## config.mk

```make
export PLATFORM = sky130hd
export DESIGN_NAME = sha1_padder
export DESIGN_NICKNAME = d
export VERILOG_FILES = /design/src/rtl/sha1_pkg.sv /design/src/rtl/sha1_block_buf.sv /design/src/rtl/sha1_padder.sv
export SDC_FILE = /design/constraint.sdc
export NUM_CORES = 1
export LEC_CHECK = 0
export CAP_MARGIN = 20
export CORE_AREA = 2 2 242 244
export CTS_BUF_LIST = sky130_fd_sc_hd__clkbuf_4
export CTS_CLUSTER_SIZE = 14
export DETAILED_ROUTE_END_ITERATION = 16
export DIE_AREA = 0 0 244 246
export PLACE_DENSITY = 0.67
export SKIP_CTS_REPAIR_TIMING = 1
export SLEW_MARGIN = 40
export SYNTH_ARGS = -nofsm -noshare
export SYNTH_HDL_FRONTEND = slang
export SYNTH_SLANG_ARGS = --single-unit
```

## constraint.sdc

```tcl
create_clock -name clock -period 3.5 [get_ports clock]
set_input_delay 0.35 -clock clock [delete_from_list [all_inputs] [get_ports clock]]
set_output_delay 0.35 -clock clock [all_outputs]
set_load 0.01 [all_outputs]
```

## src/rtl/sha1_pkg.sv

```systemverilog
//==============================================================================
// sha1_pkg : SHA-1 constants, core command bit positions and padder states
// Revision : 1.0
//==============================================================================
`default_nettype none

package sha1_pkg;

    localparam logic [31:0] H0 = 32'h6745_2301;
    localparam logic [31:0] H1 = 32'hEFCD_AB89;
    localparam logic [31:0] H2 = 32'h98BA_DCFE;
    localparam logic [31:0] H3 = 32'h1032_5476;
    localparam logic [31:0] H4 = 32'hC3D2_E1F0;

    localparam logic [31:0] K0 = 32'h5A82_7999;
    localparam logic [31:0] K1 = 32'h6ED9_EBA1;
    localparam logic [31:0] K2 = 32'h8F1B_BCDC;
    localparam logic [31:0] K3 = 32'hCA62_C1D6;

    localparam int CTL_READ  = 0;
    localparam int CTL_START = 1;
    localparam int CTL_CONT  = 2;
    localparam int ES_BUSY   = 3;

    typedef enum logic [2:0] {
        ST_FILL  = 3'd0,
        ST_PAD   = 3'd1,
        ST_START = 3'd2,
        ST_SEND  = 3'd3,
        ST_WAIT  = 3'd4,
        ST_READ  = 3'd5
    } pad_state_t;

    // Keep the first nbytes message bytes, mark the next with 0x80, zero the rest.
    function automatic logic [31:0] pad_partial(input logic [31:0] word,
                                                input logic [2:0]  nbytes);
        case (nbytes)
            3'd1:    pad_partial = {word[31:24], 8'h80, 16'h0000};
            3'd2:    pad_partial = {word[31:16], 8'h80, 8'h00};
            3'd3:    pad_partial = {word[31:8], 8'h80};
            default: pad_partial = word;
        endcase
    endfunction

endpackage

`default_nettype wire

```

## src/rtl/sha1_block_buf.sv

```systemverilog
//==============================================================================
// sha1_block_buf : 16 x 32-bit block buffer, one write port, one read port
// Revision       : 1.0
//==============================================================================
`default_nettype none

module sha1_block_buf (
    input  logic        clock,
    input  logic        wr_en,
    input  logic [3:0]  wr_idx,
    input  logic [31:0] wr_data,
    input  logic [3:0]  rd_idx,
    output logic [31:0] rd_data
);

    logic [31:0] mem [16];

    always_ff @(posedge clock) begin
        if (wr_en) begin
            mem[wr_idx] <= wr_data;
        end
    end

    assign rd_data = mem[rd_idx];

endmodule

`default_nettype wire

```

## src/rtl/sha1_padder.sv

```systemverilog
//==============================================================================
// sha1_padder : buffers, pads and feeds 512-bit blocks to the sha1 core
// Revision    : 1.0   (SHA1_PAD_BYTES_EN enables byte-granular messages)
//==============================================================================
`default_nettype none

module sha1_padder
    import sha1_pkg::*;
#(
    parameter int LEN_W = 64
) (
    input  logic        clock,
    input  logic        reset,
    input  logic [31:0] in_data,
    input  logic        in_valid,
    output logic        in_ready,
    input  logic        in_last,
    input  logic [1:0]  in_bytes,
    output logic [31:0] core_source,
    output logic [2:0]  core_control,
    output logic        core_wenable,
    input  logic [3:0]  core_es,
    output logic        msg_done
);

    pad_state_t       state;
    logic [3:0]       idx;
    logic [3:0]       k;
    logic [LEN_W-1:0] length;
    logic             first_blk;
    logic             pad_done;
    logic             len_hi_done;
    logic             len_done;
    logic             msg_end;
    logic             seen_busy;
    logic             settled;

    logic             accept;
    logic [2:0]       nbytes;
    logic [LEN_W-1:0] len_inc;
    logic [63:0]      len64;
    logic             wr_en;
    logic [31:0]      wr_data;
    logic [3:0]       rd_idx;
    logic [31:0]      rd_data;
    logic [2:0]       start_ctl;
    logic [2:0]       read_ctl;
    logic             unused_es;

    assign unused_es = ^core_es[2:0];

`ifdef SHA1_PAD_BYTES_EN
    assign nbytes = (in_last && (in_bytes != 2'd0)) ? {1'b0, in_bytes} : 3'd4;
`else
    logic unused_bytes;
    assign unused_bytes = ^in_bytes;
    assign nbytes       = 3'd4;
`endif

    assign accept  = (state == ST_FILL) && in_valid && in_ready;
    assign len_inc = LEN_W'({nbytes, 3'b000});
    assign len64   = 64'(length);
    assign rd_idx  = (state == ST_SEND) ? (k + 4'd1) : 4'd0;

    always_comb begin
        start_ctl           = 3'b000;
        start_ctl[CTL_START] = 1'b1;
        start_ctl[CTL_CONT]  = ~first_blk;
        read_ctl            = 3'b000;
        read_ctl[CTL_READ]  = 1'b1;
    end

    // Pad word selection mirrors the flag updates in the PAD branch below.
    always_comb begin
        wr_en   = 1'b0;
        wr_data = 32'h0000_0000;
        if (accept) begin
            wr_en   = 1'b1;
            wr_data = pad_partial(in_data, nbytes);
        end else if (state == ST_PAD) begin
            wr_en = 1'b1;
            if (!pad_done) begin
                wr_data = 32'h8000_0000;
            end else if (idx == 4'd14) begin
                wr_data = len64[63:32];
            end else if ((idx == 4'd15) && len_hi_done) begin
                wr_data = len64[31:0];
            end
        end
    end

    sha1_block_buf u_buf (
        .clock   (clock),
        .wr_en   (wr_en),
        .wr_idx  (idx),
        .wr_data (wr_data),
        .rd_idx  (rd_idx),
        .rd_data (rd_data)
    );

    always_ff @(posedge clock) begin
        if (reset) begin
            state        <= ST_FILL;
            idx          <= 4'd0;
            k            <= 4'd0;
            length       <= '0;
            first_blk    <= 1'b1;
            pad_done     <= 1'b0;
            len_hi_done  <= 1'b0;
            len_done     <= 1'b0;
            msg_end      <= 1'b0;
            seen_busy    <= 1'b0;
            settled      <= 1'b0;
            in_ready     <= 1'b1;
            core_source  <= 32'h0000_0000;
            core_control <= 3'b000;
            core_wenable <= 1'b0;
            msg_done     <= 1'b0;
        end else begin
            core_wenable <= 1'b0;
            msg_done     <= 1'b0;
            case (state)
                ST_FILL: begin
                    if (accept) begin
                        length <= length + len_inc;
                        idx    <= idx + 4'd1;
                        if (in_last) begin
                            msg_end  <= 1'b1;
                            pad_done <= (nbytes != 3'd4);
                        end
                        if (idx == 4'd15) begin
                            in_ready     <= 1'b0;
                            state        <= ST_START;
                            core_wenable <= 1'b1;
                            core_control <= start_ctl;
                        end else if (in_last) begin
                            in_ready <= 1'b0;
                            state    <= ST_PAD;
                        end
                    end
                end
                ST_PAD: begin
                    idx <= idx + 4'd1;
                    if (!pad_done) begin
                        pad_done <= 1'b1;
                    end else if (idx == 4'd14) begin
                        len_hi_done <= 1'b1;
                    end else if ((idx == 4'd15) && len_hi_done) begin
                        len_done <= 1'b1;
                    end
                    if (idx == 4'd15) begin
                        state        <= ST_START;
                        core_wenable <= 1'b1;
                        core_control <= start_ctl;
                    end
                end
                ST_START: begin
                    core_control <= 3'b000;
                    core_source  <= rd_data;
                    k            <= 4'd0;
                    first_blk    <= 1'b0;
                    state        <= ST_SEND;
                end
                ST_SEND: begin
                    if (k == 4'd15) begin
                        core_source <= 32'h0000_0000;
                        state       <= ST_WAIT;
                    end else begin
                        core_source <= rd_data;
                        k           <= k + 4'd1;
                    end
                end
                // Busy must have risen and then stayed low for two cycles.
                ST_WAIT: begin
                    if (core_es[ES_BUSY]) begin
                        seen_busy <= 1'b1;
                        settled   <= 1'b0;
                    end else if (seen_busy) begin
                        if (!settled) begin
                            settled <= 1'b1;
                        end else begin
                            seen_busy <= 1'b0;
                            settled   <= 1'b0;
                            if (len_done) begin
                                state        <= ST_READ;
                                core_wenable <= 1'b1;
                                core_control <= read_ctl;
                                msg_done     <= 1'b1;
                            end else if (msg_end) begin
                                state <= ST_PAD;
                            end else begin
                                state    <= ST_FILL;
                                in_ready <= 1'b1;
                            end
                        end
                    end
                end
                ST_READ: begin
                    core_control <= 3'b000;
                    first_blk    <= 1'b1;
                    length       <= '0;
                    pad_done     <= 1'b0;
                    len_hi_done  <= 1'b0;
                    len_done     <= 1'b0;
                    msg_end      <= 1'b0;
                    idx          <= 4'd0;
                    in_ready     <= 1'b1;
                    state        <= ST_FILL;
                end
                default: begin
                    state <= ST_FILL;
                end
            endcase
        end
    end

endmodule

`default_nettype wire

```

==> reports/metrics.cfg, run 1 <==
[placed_design]
port_buffers=74
dp_hpwl_um=39600
place_congestion=0.8862

[clock_network]
clk-insertion-delay-late_ns=1.01
root_buffer=clkbuf_4
cts.sinks=627
cts.path.max_buffers=3
cts_buffers=155
clk_pin_slew_ns=0.07
cts_tree=built
cts.htree.levels=4

[detailed_routing]
wl_per_cell_um=22.77
vias=17437
post_drt_via_cell_ratio=5.871
drt_iter0_drc=2143
drc=0
dr.pass1.iters=8
wirelength_um=67640
antenna_left=0

[sta]
hold_slack_ns=0.1633
finalHoldViolCount=0
fin_setup_tns_ns=0
rsz0062_at_grt=false
tightest_slew_ns=0.8926
max_freq_ghz=0.3464
finClkSkew_ns=0.07088
setup_viol=0
period_minus_slack_ns=2.887
fin_crit_sh_pct=82.48
relSlewSlack_pct=39.95
slew_violations=0

[synthesis]
syn-num-nets=1949
synth_enable_flop_cells=512
syn_inst=1901
ys_seq_area_share_pct=68.87
async_flop_share_pct=0
synth_seq_cells=627
synth_cell_types=86
synth_ff_type=edfxtp_1
yosysWarnings=0
synth_area_um2=25670
syn_avg_cell_area_um2=13.50

[critical_path]
cp-end-kind=flip-flop
worstPathMaxFanout=26
cp-start-kind=flip-flop
worst-setup-path-type=reg2reg
required_ns=4.17
worstPathArrival_ns=3.56

[finish]
area_delta_synth_final_pct=15.72
layout_commonest_cell=edfxtp_1
post_route_cells_drive_above_1_share_pct=19.16
nNetsFinal=2124
layout_common_cells=edfxtp_1 (512), nand2_1 (263), clkbuf_4 (252)

[floorplanning]
rows=88
die_y_um=246
dieWidth_um=244
pin_count=80
fp.coreArea_um2=57370
die-area_um2=60020
initial_core_util_pct=44.75

[global_route]
overflow=0
grt_pass1_wl_um=101900
grt_pass1_vias=17377
antenna_found_initial=1
grt.total_usage_pct=22.59
grt_max_degree=82

[power]
irDropWorstVdd_v=0.0003615
total_power_mw=18.53
power_leakage_nw=10.16
p_per_area_nw_per_um2=623.8

[outcome]
outcome=finished clean

[job]
max_cap_violations=0

[worst_hold_path]
min_path_type=in2reg

cells by family after synthesis:
family,count (synthesis),share of synthesized area [%]
mux,76,3.836
compound gates,400,11.00
xor+xnor,43,1.540
buf+inv,158,3.188
simple gates,591,11.27
flops,627,68.87
fa+ha+maj,6,0.2925
worst max-delay path, stage by stage (launching register included):
cell	delay, ns
dfxtp_1	0.57
buf_4	0.29
nor3b_2	0.36
nand2_1	0.16
nor3_2	0.12
buf_4	0.32
a222oi_1	0.17
inv_1	0.56
layer usage:
metal / track usage, % / wire [µm] / vias to the layer above
met5: 0 / 0 / -
met4: 9.200 / 1898 / 0
met3: 6.002 / 6146 / 134
met2: 36.23 / 32060 / 859
met1: 29.24 / 27540 / 8640
li1: - / - / 7804
stage by stage:
stage	utilization [%]	setup WS, ns	cells	instance area [µm²]
after global routing	51.78	0.4212	2969	29700
final	51.78	0.6132	2970	29700
after floorplan	-	0.5617	1901	25690
after detailed placement	47.99	0.7031	2683	27530
after global placement	47.99	0.6957	2683	27530
after CTS	51.76	0.6841	2967	29690
power by group:
group	internal, mW	switching (mW)
Clock	3.62	2.92
Sequential	9.08	0.257
Combinational	0.828	1.82
synth_stat cells (7+ instances only):
cell type,number,area [µm²]
clkbuf_1,52,195.2
a311oi_1,8,70.07
a221oi_1,38,332.8
buf_2,41,205.2
buf_6,14,157.7
a211oi_1,17,127.6
and3_1,22,137.6
xor2_1,35,306.5
a222oi_1,29,290.3
a22oi_1,14,105.1
nand2b_1,9,56.30
inv_1,33,123.9
mux4_2,17,382.9
mux2i_1,53,530.5
o21ai_0,47,235.2
o211ai_1,17,127.6
a32oi_1,32,280.3
dfxtp_1,115,2302
buf_4,11,82.58
nand3_1,63,315.3
xnor2_1,7,61.31
a31oi_1,42,262.8
o21ai_1,19,95.09
nand2_1,263,987.2
edfxtp_1,512,15370
or3_1,20,125.1
o31a_1,8,70.07
nor2_1,103,386.6
and2_1,10,62.56
nand4_1,26,162.7
nor3_1,16,80.08
a21oi_1,88,440.4
a22o_1,11,96.34
state kept, by name (all words and copies together) (netlist names):
register / flops
len_done: 1
in_ready: 1
first_blk: 1
state: 3
pad_done: 1
msg_end: 1
u_buf.mem: 512
core_source: 32
seen_busy: 1
core_wenable: 1
msg_done: 1
k: 4
idx: 4
len_hi_done: 1
settled: 1
len64: 59
core_control: 3
final timing paths:
| kind | startpoint | cells past startpoint | slack [ns] | endpoint |
|---|---|---|---|---|
| worst max-delay path | state[0] | 7 | 0.61 | u_buf.mem[9][15] |
| worst min-delay path | in_last | 3 | 0.16 | msg_end |
| worst max register to register | state[0] | 7 | 0.61 | u_buf.mem[9][15] |
| worst min register to register | core_control[0] | 1 | 0.46 | core_control[0] |
area by class of cell:
cell class | count | area [µm²]
fill | 4763 | 27660
sequential | 627 | 17680
multi-input combinational | 1116 | 7353
clock buffer | 252 | 1892
timing repair buffer | 142 | 1424
tap | 765 | 957.2
clock inverter | 32 | 267.8
inverter | 34 | 127.6
antenna | 2 | 5.005
No activity file was read; power rests on OpenSTA's default activity.
==> run 2, diff against run 1 <==
==> constraint.sdc (replaced) <==
create_clock -name clock -period 2.4 [get_ports clock]
set_input_delay 0.24 -clock clock [delete_from_list [all_inputs] [get_ports clock]]
set_output_delay 0.24 -clock clock [all_outputs]
set_load 0.01 [all_outputs]
==> run 2 against run 1 <==
Clock power rose by 33%; global-route usage up 0.47 points; setup slack lost 0.58 ns; fmax grew 22%; clock-buffer cell count fell by 23; worst hold slack got worse by 0.10 ns; cell area is 3.5% higher; combinational power is 69% higher.
==> reports/metrics.cfg, run 2 (synthesis gave the netlist of run 1 again) <==
[finish]
post_route_cells_drive_above_1_share_pct=22.60
fin_util_pct=53.57
fill_cells=4682
seq_area_um2=17680
multiInputGateArea_um2=7387
area_delta_synth_final_pct=19.73
nNetsFinal=2235
layout_common_cells=edfxtp_1 (512), nand2_1 (262), clkbuf_4 (229)
largest-register=u_buf.mem
largest_reg_flops=512
layout_commonest_cell=edfxtp_1

[floorplanning]
die-area_um2=60020
initial_core_util_pct=44.75
fp.coreArea_um2=57370
die_y_um=246
dieWidth_um=244
rows=88
pin_count=80

[detailed_routing]
antenna_left=0
wl_met3_um=6061
wl_per_cell_um=22.52
post_drt_via_cell_ratio=5.830
vias=17969
drc=0
dr.pass1.iters=7
wl_met1_um=28210
top_layer_used=met4
wl_met2_um=32980
drt_iter0_drc=1911
wirelength_um=69400

[critical_path]
cp_slowest_cell=mux2_4
cp-end-kind=flip-flop
required_ns=3.25
worstPathArrival_ns=3.23
r2r_slack_ns=0.03
worst-setup-path-type=reg2reg
cp_slowest_stage_delay_ns=0.42
path_cells=buf_6 -> and3_2 -> mux2_4 -> buf_4 -> nor3_4 -> and3_1 -> a31oi_1 -> o211ai_1
worstPathMaxFanout=18
cp-start-kind=flip-flop

[power]
p_per_area_nw_per_um2=870.5
power_leakage_nw=10.67
irDropWorstVdd_v=0.0007022

[sta]
finClkSkew_ns=0.05815
fin_ws_ns=0.02870
finalHoldViolCount=0
setup_viol=0
relSlewSlack_pct=58.42
tightest_slew_ns=0.6237
period_minus_slack_ns=2.371
fin_crit_sh_pct=98.80
slew_violations=0
max_freq_ghz=0.4217

[placed_design]
port_buffers=74
place_congestion=0.8772
dp_hpwl_um=41970
pre_cts_slack_ns=-0.03454

[global_route]
antenna_found_initial=3
grt_max_degree=49
grt_pass1_wl_um=104000
grt_pass1_vias=17809
grt.total_usage_pct=23.06
overflow=0

[worst_hold_path]
min_path_type=in2reg

[clock_network]
cts.path.max_buffers=3
clk_pin_slew_ns=0.07
cts_buffers=156
cts.htree.levels=4
cts_tree=built
cts.sinks=627
clk-insertion-delay-late_ns=0.98
root_buffer=clkbuf_4

[job]
max_cap_violations=0

[outcome]
outcome=finished clean

==> run 2: layout make-up <==
class | count | area share [%]
clock buffer | 229 | 5.594
inverter | 34 | 0.4153
antenna | 3 | 0.02443
multi-input combinational | 1116 | 24.04
timing repair buffer | 252 | 8.480
tap | 765 | 3.114
clock inverter | 56 | 0.7979
sequential | 627 | 57.54
==> run 2: path summary, 6_finish.rpt <==
path              cells after the start             from              end
setup / recovery                      8             k[0]  core_source[30]
hold / removal                        3          in_last          msg_end
setup reg to reg                      8             k[0]  core_source[30]
hold reg to reg                       1  core_control[0]  core_control[0]
==> run 2: report_power, final <==
group          total [mW]  internal (mW)  leakage, nW  switching [mW]
Combinational        4.49           1.59         3.84            2.90
Clock                8.70           4.49         1.18            4.21
Sequential           13.6           13.2         5.66           0.335
Total                26.8           19.3         10.7            7.44
==> run 2: layer usage <==
layer	vias up	GRT usage (%)
li1	8023	-
met1	8891	30.24
met2	905	36.95
met3	150	5.272
met4	0	9.918
met5	-	0
==> run 2: through the flow <==
step	power, mW	instance area (µm²)	cells	TNS, ns	hold slack [ns]
floorplan	15.95	25720	1901	-143.77	0.3776
global placement	18.04	28610	2784	-0.04827	0.4454
detailed placement	18.19	28610	2784	-0.2123	0.4461
CTS	26.87	30580	3069	-1.066	-0.3908
global route	27.89	30730	3081	-0.05732	0.01736
finish	26.75	30730	3082	0	0.06201
==> run 2: worst max-delay path: cells and delay by family, from the launching register on <==
family	cells	cell delay (ns)
AND/OR/NAND/NOR	3	0.88
multiplexers	1	0.42
flip-flops	1	0.39
buffers and inverters	2	0.39
AO/OA/AOI/OAI	2	0.17
